[config.mk]
export PLATFORM = sky130hd
export DESIGN_NAME = zseq_flat
export DESIGN_NICKNAME = d
export VERILOG_FILES = /design/src/rtl/zseq_if.sv /design/src/rtl/zseq.sv /design/src/flat_wrapper.sv
export SDC_FILE = /design/constraint.sdc
export NUM_CORES = 1
export LEC_CHECK = 0
export CORE_AREA = 5 5 52 76
export CTS_BUF_LIST = sky130_fd_sc_hd__clkbuf_2
export CTS_CLUSTER_DIAMETER = 30
export DETAILED_ROUTE_END_ITERATION = 8
export DIE_AREA = 0 0 57 81
export GPL_TIMING_DRIVEN = 0
export MAX_ROUTING_LAYER = met4
export PLACE_DENSITY_LB_ADDON = 0.2
export SYNTH_ARGS = -nofsm -noshare
export SYNTH_HDL_FRONTEND = slang
export SYNTH_SLANG_ARGS = --single-unit
export TNS_END_PERCENT = 30
[constraint.sdc]
create_clock -name CLK -period 3.85 [get_ports CLK]
set_input_delay 0.385 -clock CLK [delete_from_list [all_inputs] [get_ports CLK]]
set_output_delay 0.385 -clock CLK [all_outputs]
set_load 0.05 [all_outputs]
[src/rtl/zseq_if.sv]
// zseq_if: instruction stream, register-file port and result stream of the
// zseq instruction sequencer.
// master: the sequencer side. slave: the environment side (instruction
// source, register file and result sink).
interface zseq_if;
  logic [7:0] INSTR;
  logic       INSTR_VALID;
  logic       INSTR_READY;
  logic [7:0] RF_IN;
  logic       RF_OPCODE;
  logic [1:0] RF_SEL;
  logic [7:0] RF_OUT;
  logic [7:0] RES;
  logic       RES_VALID;
  logic       RES_READY;
  logic       BUSY;
  logic       CARRY;

  modport master (
    input  INSTR, INSTR_VALID, RF_OUT, RES_READY,
    output INSTR_READY, RF_IN, RF_OPCODE, RF_SEL, RES, RES_VALID, BUSY, CARRY
  );

  modport slave (
    output INSTR, INSTR_VALID, RF_OUT, RES_READY,
    input  INSTR_READY, RF_IN, RF_OPCODE, RF_SEL, RES, RES_VALID, BUSY, CARRY
  );
endinterface

[src/rtl/zseq.sv]
// zseq: instruction sequencer in front of the 4x8 register file.
// It decodes LDI / MOV / ADD / OUT bytes from a valid/ready stream and drives
// the register file through RF_IN / RF_OPCODE / RF_SEL.
// Optional feature macro: ZSEQ_CARRY_EN. When it is defined, ADD records bit 8
// of its sum in CARRY. When it is undefined, no carry flop exists and CARRY
// is tied to 0.
module zseq (
  input  logic   CLK,
  input  logic   RST_N,
  zseq_if.master bus
);

  typedef enum logic [2:0] {
    ST_FETCH = 3'd0,
    ST_IMM   = 3'd1,
    ST_RDD   = 3'd2,
    ST_RDS   = 3'd3,
    ST_WB    = 3'd4,
    ST_EMIT  = 3'd5
  } state_t;

  localparam logic [1:0] OP_LDI = 2'd0;
  localparam logic [1:0] OP_MOV = 2'd1;
  localparam logic [1:0] OP_ADD = 2'd2;
  localparam logic [1:0] OP_OUT = 2'd3;

  state_t     state_r;
  state_t     state_next_s;
  logic [7:2] ir_r;          // the reserved bits [1:0] are never stored
  logic [7:0] a_r;
  logic [7:0] res_r;
  logic [1:0] op_s;
  logic [1:0] rd_s;
  logic [1:0] rs_s;
  logic [7:0] add_s;
  logic       ready_s;
  logic       instr_hs_s;
  logic [1:0] sel_s;
  logic       opcode_s;
  logic       res_valid_s;
  logic       unused_s;

  assign op_s = ir_r[7:6];
  assign rd_s = ir_r[5:4];
  assign rs_s = ir_r[3:2];

  // The reserved instruction bits carry no meaning.
  assign unused_s = ^bus.INSTR[1:0];

  // Ready is gated by RST_N so that it reads 0 for the whole reset.
  assign instr_hs_s = bus.INSTR_VALID & ready_s & RST_N;

`ifdef ZSEQ_CARRY_EN
  logic carry_s;
  logic carry_r;

  assign {carry_s, add_s} = {1'b0, a_r} + {1'b0, bus.RF_OUT};

  // The carry flag is updated by ADD only and holds through all other instructions.
  always_ff @(posedge CLK or negedge RST_N) begin
    if (!RST_N) begin
      carry_r <= 1'b0;
    end else if (state_r == ST_RDS && op_s == OP_ADD) begin
      carry_r <= carry_s;
    end else begin
      carry_r <= carry_r;
    end
  end

  assign bus.CARRY = carry_r;
`else
  assign add_s     = a_r + bus.RF_OUT;
  assign bus.CARRY = 1'b0;
`endif

  // State register. Reset aborts any instruction in flight.
  always_ff @(posedge CLK or negedge RST_N) begin
    if (!RST_N) begin
      state_r <= ST_FETCH;
    end else begin
      state_r <= state_next_s;
    end
  end

  // Next-state decode. FETCH decodes the incoming byte because IR is still loading.
  always_comb begin
    state_next_s = state_r;
    case (state_r)
      ST_FETCH: begin
        if (instr_hs_s) begin
          case (bus.INSTR[7:6])
            OP_LDI:  state_next_s = ST_IMM;
            OP_MOV:  state_next_s = ST_RDS;
            default: state_next_s = ST_RDD;
          endcase
        end else begin
          state_next_s = ST_FETCH;
        end
      end
      ST_IMM: begin
        if (instr_hs_s) begin
          state_next_s = ST_WB;
        end else begin
          state_next_s = ST_IMM;
        end
      end
      ST_RDD: begin
        if (op_s == OP_ADD) begin
          state_next_s = ST_RDS;
        end else begin
          state_next_s = ST_EMIT;
        end
      end
      ST_RDS:  state_next_s = ST_WB;
      ST_WB:   state_next_s = ST_FETCH;
      ST_EMIT: begin
        if (bus.RES_READY) begin
          state_next_s = ST_FETCH;
        end else begin
          state_next_s = ST_EMIT;
        end
      end
      default: state_next_s = ST_FETCH;
    endcase
  end

  // Output decode from registered state only. There is no path from inputs to these outputs.
  always_comb begin
    ready_s     = 1'b0;
    sel_s       = 2'd0;
    opcode_s    = 1'b0;
    res_valid_s = 1'b0;
    case (state_r)
      ST_FETCH: ready_s = 1'b1;
      ST_IMM:   ready_s = 1'b1;
      ST_RDD:   sel_s   = rd_s;
      ST_RDS:   sel_s   = rs_s;
      ST_WB: begin
        sel_s    = rd_s;
        opcode_s = 1'b1;
      end
      ST_EMIT:  res_valid_s = 1'b1;
      default: begin
        ready_s     = 1'b0;
        sel_s       = 2'd0;
        opcode_s    = 1'b0;
        res_valid_s = 1'b0;
      end
    endcase
  end

  // Datapath: instruction register, accumulator and the result byte latched for EMIT.
  always_ff @(posedge CLK or negedge RST_N) begin
    if (!RST_N) begin
      ir_r  <= 6'd0;
      a_r   <= 8'd0;
      res_r <= 8'd0;
    end else begin
      case (state_r)
        ST_FETCH: begin
          if (instr_hs_s) begin
            ir_r <= bus.INSTR[7:2];
          end else begin
            ir_r <= ir_r;
          end
        end
        ST_IMM: begin
          if (instr_hs_s) begin
            a_r <= bus.INSTR;
          end else begin
            a_r <= a_r;
          end
        end
        ST_RDD: begin
          a_r <= bus.RF_OUT;
          // RES only changes for OUT, so it stays quiet during ADD.
          if (op_s == OP_OUT) begin
            res_r <= bus.RF_OUT;
          end else begin
            res_r <= res_r;
          end
        end
        ST_RDS: begin
          if (op_s == OP_MOV) begin
            a_r <= bus.RF_OUT;
          end else begin
            a_r <= add_s;
          end
        end
        default: begin
          ir_r  <= ir_r;
          a_r   <= a_r;
          res_r <= res_r;
        end
      endcase
    end
  end

  assign bus.INSTR_READY = ready_s & RST_N;
  assign bus.RF_IN       = a_r;
  assign bus.RF_OPCODE   = opcode_s;
  assign bus.RF_SEL      = sel_s;
  assign bus.RES         = res_r;
  assign bus.RES_VALID   = res_valid_s;
  assign bus.BUSY        = (state_r != ST_FETCH);

endmodule

[src/flat_wrapper.sv]
// flat-port wrapper written by rule: the top's interface ports become plain ports
module zseq_flat 
  (CLK, RST_N, bus_INSTR, bus_INSTR_VALID, bus_RF_OUT, bus_RES_READY, bus_INSTR_READY, bus_RF_IN, bus_RF_OPCODE, bus_RF_SEL, bus_RES, bus_RES_VALID, bus_BUSY, bus_CARRY);
  zseq_if bus_i ();
  input  logic CLK;
  input  logic RST_N;
  input wire logic [$bits(bus_i.INSTR)-1:0] bus_INSTR;
  input wire logic [$bits(bus_i.INSTR_VALID)-1:0] bus_INSTR_VALID;
  input wire logic [$bits(bus_i.RF_OUT)-1:0] bus_RF_OUT;
  input wire logic [$bits(bus_i.RES_READY)-1:0] bus_RES_READY;
  output wire logic [$bits(bus_i.INSTR_READY)-1:0] bus_INSTR_READY;
  output wire logic [$bits(bus_i.RF_IN)-1:0] bus_RF_IN;
  output wire logic [$bits(bus_i.RF_OPCODE)-1:0] bus_RF_OPCODE;
  output wire logic [$bits(bus_i.RF_SEL)-1:0] bus_RF_SEL;
  output wire logic [$bits(bus_i.RES)-1:0] bus_RES;
  output wire logic [$bits(bus_i.RES_VALID)-1:0] bus_RES_VALID;
  output wire logic [$bits(bus_i.BUSY)-1:0] bus_BUSY;
  output wire logic [$bits(bus_i.CARRY)-1:0] bus_CARRY;
  assign bus_i.INSTR = bus_INSTR;
  assign bus_i.INSTR_VALID = bus_INSTR_VALID;
  assign bus_i.RF_OUT = bus_RF_OUT;
  assign bus_i.RES_READY = bus_RES_READY;
  assign bus_INSTR_READY = bus_i.INSTR_READY;
  assign bus_RF_IN = bus_i.RF_IN;
  assign bus_RF_OPCODE = bus_i.RF_OPCODE;
  assign bus_RF_SEL = bus_i.RF_SEL;
  assign bus_RES = bus_i.RES;
  assign bus_RES_VALID = bus_i.RES_VALID;
  assign bus_BUSY = bus_i.BUSY;
  assign bus_CARRY = bus_i.CARRY;
  zseq u_core (.CLK(CLK), .RST_N(RST_N), .bus(bus_i));
endmodule
### Word-level counts from Yosys, hierarchy flattened

Index checks and enable logic that the tools add are counted.

* word-level logic and storage cells: 40
* output and inout port bits: 23
* input bits: 20
* flip-flop bits (word level): 25

* multiplexer cells: 13
* add/subtract/negate cells: 1
* bitwise operators: 3
* reductions and logical operators: 9
* eq/ne operators: 10

Operators by type and width (number)
* one-hot mux 8 bit (3 select lines): 1
* two-way mux 8 bit: 2
* one-hot mux 3 bit (5 select lines): 1
* two-way mux 3 bit: 3
* adder 8 bit: 1
* one-hot mux 2 bit (2 select lines): 2
* equality test 3 x 2 -> 1 bit, second input constant: 2
* equality test 3 bit, second input constant: 2
* AND reduction 2 bit: 3
* nonzero test 3 bit: 2
* equality test 2 x 1 -> 1 bit, second input constant: 2
* equality test 2 bit, second input constant: 2
* OR reduction 2 bit: 2
* AND 1 bit: 3
* equality test 3 x 1 -> 1 bit, second input constant: 1
* zero test 3 bit: 1
* two-way mux 1 bit: 3
* zero test 2 bit: 1
* two-way mux 2 bit: 1
* != test 2 x 1 -> 1 bit, second input constant: 1

### Depth between registers and ports, before layout

* depth after elaboration: 7
* depth in mapped cells: 8
* depth with buffers taken out: 8

### Worst setup path after synthesis

OpenSTA, ideal clock, no wires.

* path type: register to register
* from: register u_core.a_r[0] (netlist: u_core.bus.RF_IN[0])
* to: register u_core.a_r[6] (netlist: u_core.bus.RF_IN[6])
* slack: 1.788 ns
* data required time: 3.756 ns
* clock period less this slack: 2.062 ns
* buffers on the path: 0
* arrival time: 1.968 ns
* library setup time: 0.094 ns
* stages on the path, launching flop included: 9
* path through: dfrtp_1 -> ha_1 -> inv_1 -> fa_1 -> nor2b_1 -> o31a_1 -> o22ai_2 -> mux2i_1 -> a211oi_1

* cells in the longest elaborated chain, start to end: 3

Ends and longest elaborated chain
* start: declaration: line zseq.sv:30 `logic [7:0] a_r;`
* start signal: assignment: line zseq.sv:169 `a_r <= bus.INSTR;`
* start signal: assignment: line zseq.sv:171 `a_r <= a_r;`
* start signal: assignment: line zseq.sv:175 `a_r <= bus.RF_OUT;`
* adder 8 bit: line zseq.sv:72 `assign add_s = a_r + bus.RF_OUT;`
* two-way mux 8 bit: line zseq.sv:184 `if (op_s == OP_MOV) begin`
* one-hot mux 8 bit (3 select lines): line zseq.sv:159 `case (state_r)`

Every way passes these cells.
A chain may end at the register's enable or synchronous reset.

### Worst setup path in the final report

* from: register u_core.state_r[1]
* to: output port bus_RF_SEL[0]

* cells in the longest elaborated chain, start to end: 3
* elaborated cells between the ends (all ways): 5
* classes of those cells: eq/ne (3); mux (1); reduce/logical (1)

Ends and longest elaborated chain
* start: declaration: line zseq.sv:27 `state_t state_r;`
* start signal: assignment: line zseq.sv:81 `state_r <= state_next_s;`
* equality test 3 x 2 -> 1 bit / equality test 3 bit (equally long branches): line zseq.sv:133 `case (state_r)`
* OR reduction 2 bit (no source line)
* one-hot mux 2 bit (2 select lines) *: line zseq.sv:133
* end: declaration: line flat_wrapper.sv:14 `output wire logic [$bits(bus_i.RF_SEL)-1:0] bus_RF_SEL;`

Mark *: on every way between the ends. The rest lies on a longest branch, timed or not.

==> run_results.csv <==
group,metric,value,unit
run_status,status,"finished, violations left",
run_status,violations,"hold timing",
setup_path,crit_fanout,10,
sta,finalCriticalPeriod,2.929,ns
synthesis,syn_inst,160,
grt,grtUsageMet2,34.10,%
clock_tree,clock-root-buffer,"clkbuf_2",
pwr,p_per_area,895.6,nW/um^2
setup_path,cpMaxStageDelayCell,"clkdlybuf4s50_1",
synthesis,async_flop_share,100.0,%
pwr,p_leak,0.8958,nW
route,drtIter0Drc,54,
route,avgRoutedWirePerCell,15.88,um
setup_path,worst_ep_arrival_time,2.54,ns
synthesis,synth_top_area_cell,"dfrtp_1",
grt,grt.busiest_layer,"met2",
clock_tree,cts_tree,"built",
clock_tree,cts_buffers,3,
setup_path,crit_end,"bus_RF_SEL[0]",
synthesis,ys_types,47,
cells_and_area,syn_to_final_growth,28.88,%
sta,relSlewSlack,57.76,%
synthesis,synth_flop_cell,"dfrtp_1",
clock_tree,cts_buffer_depth,2,
sta,finalCritPeriodShare,76.09,%
route,final_antenna_net_count,0,
route,drc,0,
sta,fmax,341.4,MHz
cells_and_area,fin_area,2122,sq um
synthesis,synth-edff-count,0,
route,first_pass_iters,4,
synthesis,avgSynthCellArea,10.29,sq um
cells_and_area,fin_cells,245,
min_path,hold_path.class,"primary input to async pin",
sta,worst_pin_slew,0.6336,ns
sta,setup_viol,0,
sta,finalHoldViolCount,14,
pwr,vdd_drop_max,0.0004876,V
setup_path,cpPeakStageDelay,0.80,ns
setup_path,path_cells,"nand2b_1 -> buf_2 -> buf_2 -> a21oi_1 -> a32o_1 -> clkdlybuf4s50_1",
route,vias_per_cell,5.792,
floorplan,start_util,51.61,%
place,io_buffer_count,41,
cells_and_area,antennaDiodeCount,0,
grt,antenna_found_initial,0,
floorplan,dieWidth,57,um
floorplan,row_count,25,
route,vias,1419,
synthesis,synth_area_leaders,"dfrtp_1 (38%), mux2_2 (7.5%), ha_1 (5.3%), o21ai_0 (3.3%), mux2i_1 (3.0%)",
setup_path,r2r_setup_slack,1.95,ns
cells_and_area,drive_gt1_share,18.05,%
sta,drv_slew,0,
synthesis,synth_nets,188,
clock_tree,ctsHoldBuffers,0,
floorplan,ioPinCount,43,
grt,grtUsageMet1,20.90,%
synthesis,synth_area,1647,sq um
route,wl,3890,um
sta,skew,0.008780,ns
grt,grt_util_met3,2.544,%
clock_tree,clkLatencyLatePin,0.36,ns
synthesis,yosysSeqAreaShare,37.99,%
floorplan,die_area,4617,sq um
setup_path,worstPathRequired,3.46,ns
clock_tree,post-cts-setup-buffers,0,
grt,grt_pass1_wl,6762,um
place,post-dp-hpwl,3072,um
setup_path,rr_worst_depth,8,
synthesis,yosysMostFrequentCell,"dfrtp_1",
synthesis,ys_top_cells_by_count,"dfrtp_1 (25), mux2_2 (11), nor2_1 (11), o21ai_0 (11), nand2_1 (10)",
cells_and_area,fill_cells,272,
synthesis,synth_seq_cells,25,
floorplan,die_h,81,um
flow_run,drv_cap,0,
grt,grt_use_total,18.88,%
clock_tree,clkSinkCount,25,
sta,rsz0062_at_grt,"false",
setup_path,cpMostUsedCell,"buf_2",
setup_path,end_kind,"output port",
setup_path,crit_path_start_kind,"register",
grt,grt_pass1_vias,1511,
grt,grt_max_degree,30,
sta,fin_tns_setup,0,ns
place,dp.cells,241,
setup_path,crit_path_start,"u_core.state_r[1]$_DFF_PN0_",
floorplan,fp.coreArea,3191,sq um
setup_path,reg2reg_to,"u_core.bus.RF_IN[6]$_DFFE_PN0P_",
clock_tree,clkTransAtPathRegs,0.24,ns
synthesis,synth_top_area_share,37.99,%
place,gp_congestion,0.8551,
sta,hold_ws,-0.003855,ns
clock_tree,post_cts_resized,0,
setup_path,crit_type,"register to output port",
setup_path,r2r_start,"u_core.bus.RF_IN[0]$_DFFE_PN0P_",
place,placed_cell_area,2107,sq um
clock_tree,htreeDepth,1,
synthesis,ys_warn_count,0,
grt,overflow,0,
cells_and_area,nets,234,
-- worst max-delay path: cells and delay by family (launching register included) --
| family | cells | cell delay (ns) |
|---|---|---|
| flops | 1 | 0.57 |
| simple gates | 1 | 0.08 |
| compound gates | 2 | 0.38 |
| buf+inv | 3 | 1.16 |
-- stage by stage --
stage | power (mW) | util, % | setup WS, ns
2_1_floorplan | 1.426 | - | 1.788
3_3_place_gp | 1.767 | 66.04 | 0.6437
3_5_place_dp | 1.805 | 66.04 | 0.6207
4_1_cts | 1.915 | 66.67 | 0.6071
5_1_grt | 2.025 | 66.51 | 0.8006
6_report | 1.900 | 66.51 | 0.9206
-- power breakdown --
group | switching (mW) | internal [mW] | total (mW) | leakage [nW]
Clock | 0.0815 | 0.0235 | 0.105 | 0.0164
Combinational | 0.795 | 0.505 | 1.30 | 0.582
Sequential | 0.105 | 0.391 | 0.495 | 0.297
-- placed cells by master (no fill, tap or decap), drive strengths merged, types with 2 or more instances in the layout --
cell	synthesis	final
o21ai	18	18
inv	5	5
nand2	11	11
a21o	2	2
a31oi	2	2
xnor2	4	4
and3	2	2
o21a	3	3
nor2	15	15
a211oi	5	5
a221oi	2	2
a21oi	7	7
nand3	2	2
clkbuf	0	3
nand2b	3	3
mux2	15	15
ha	7	7
a32o	2	2
buf	7	8
clkdlybuf4s50	0	40
mux2i	5	5
dfrtp	25	25
nor2b	2	2
-- kinds of logic after synthesis --
logic type | count (synthesis) | share of synthesized area [%]
DFF | 25 | 37.99
AOI/OAI and AO/OA | 47 | 20.59
xor gates and xnor gates | 4 | 2.127
buffers and inverters | 12 | 4.103
muxes | 20 | 13.30
other | 1 | 0.2277
adders and majority gates | 8 | 6.535
and+or+nand+nor | 43 | 15.12
-- how the worst min path moves through the flow --
stage	start	to	slack, ns	depth (start not counted)
5_1_grt	RST_N	u_core.bus.RF_IN[3]$_DFFE_PN0P_	0.02	1
6_report	RST_N	u_core.bus.RF_IN[3]$_DFFE_PN0P_	-0.004	1
3_3_place_gp	u_core.bus.RES[1]$_DFFE_PN0P_	u_core.bus.RES[1]$_DFFE_PN0P_	0.47	2
4_1_cts	u_core.bus.RES[1]$_DFFE_PN0P_	u_core.bus.RES[1]$_DFFE_PN0P_	0.53	2
3_5_place_dp	u_core.bus.RES[1]$_DFFE_PN0P_	u_core.bus.RES[1]$_DFFE_PN0P_	0.48	2
2_1_floorplan	RST_N	u_core.bus.RES[0]$_DFFE_PN0P_	0.09	0
-- final cells by class --
type                            instances  area [sq um]  area share (%)
Inverter                                5         18.77          0.8844
Timing Repair Buffer                   41         405.4           19.10
Tap cell                               40         50.05           2.358
Buffer                                  7         48.80           2.300
Clock buffer                            3         15.01          0.7075
Clock inverter                          1         5.005          0.2358
Multi-Input combinational cell        123         953.4           44.93
Sequential cell                        25         625.6           29.48
-- routing by layer --
layer  wire length, um  vias up
met4                66        0
met3               177       11
met1              1565      692
met2              2079       44
met5                 0        -
li1                  -      672
-- sequential cells by signal (all words and copies together), names as in the netlist --
register	cells
u_core.bus.RES	8
u_core.bus.RF_IN	8
u_core.ir_r	6
u_core.state_r	3
(Power assumes the default switching activity.)
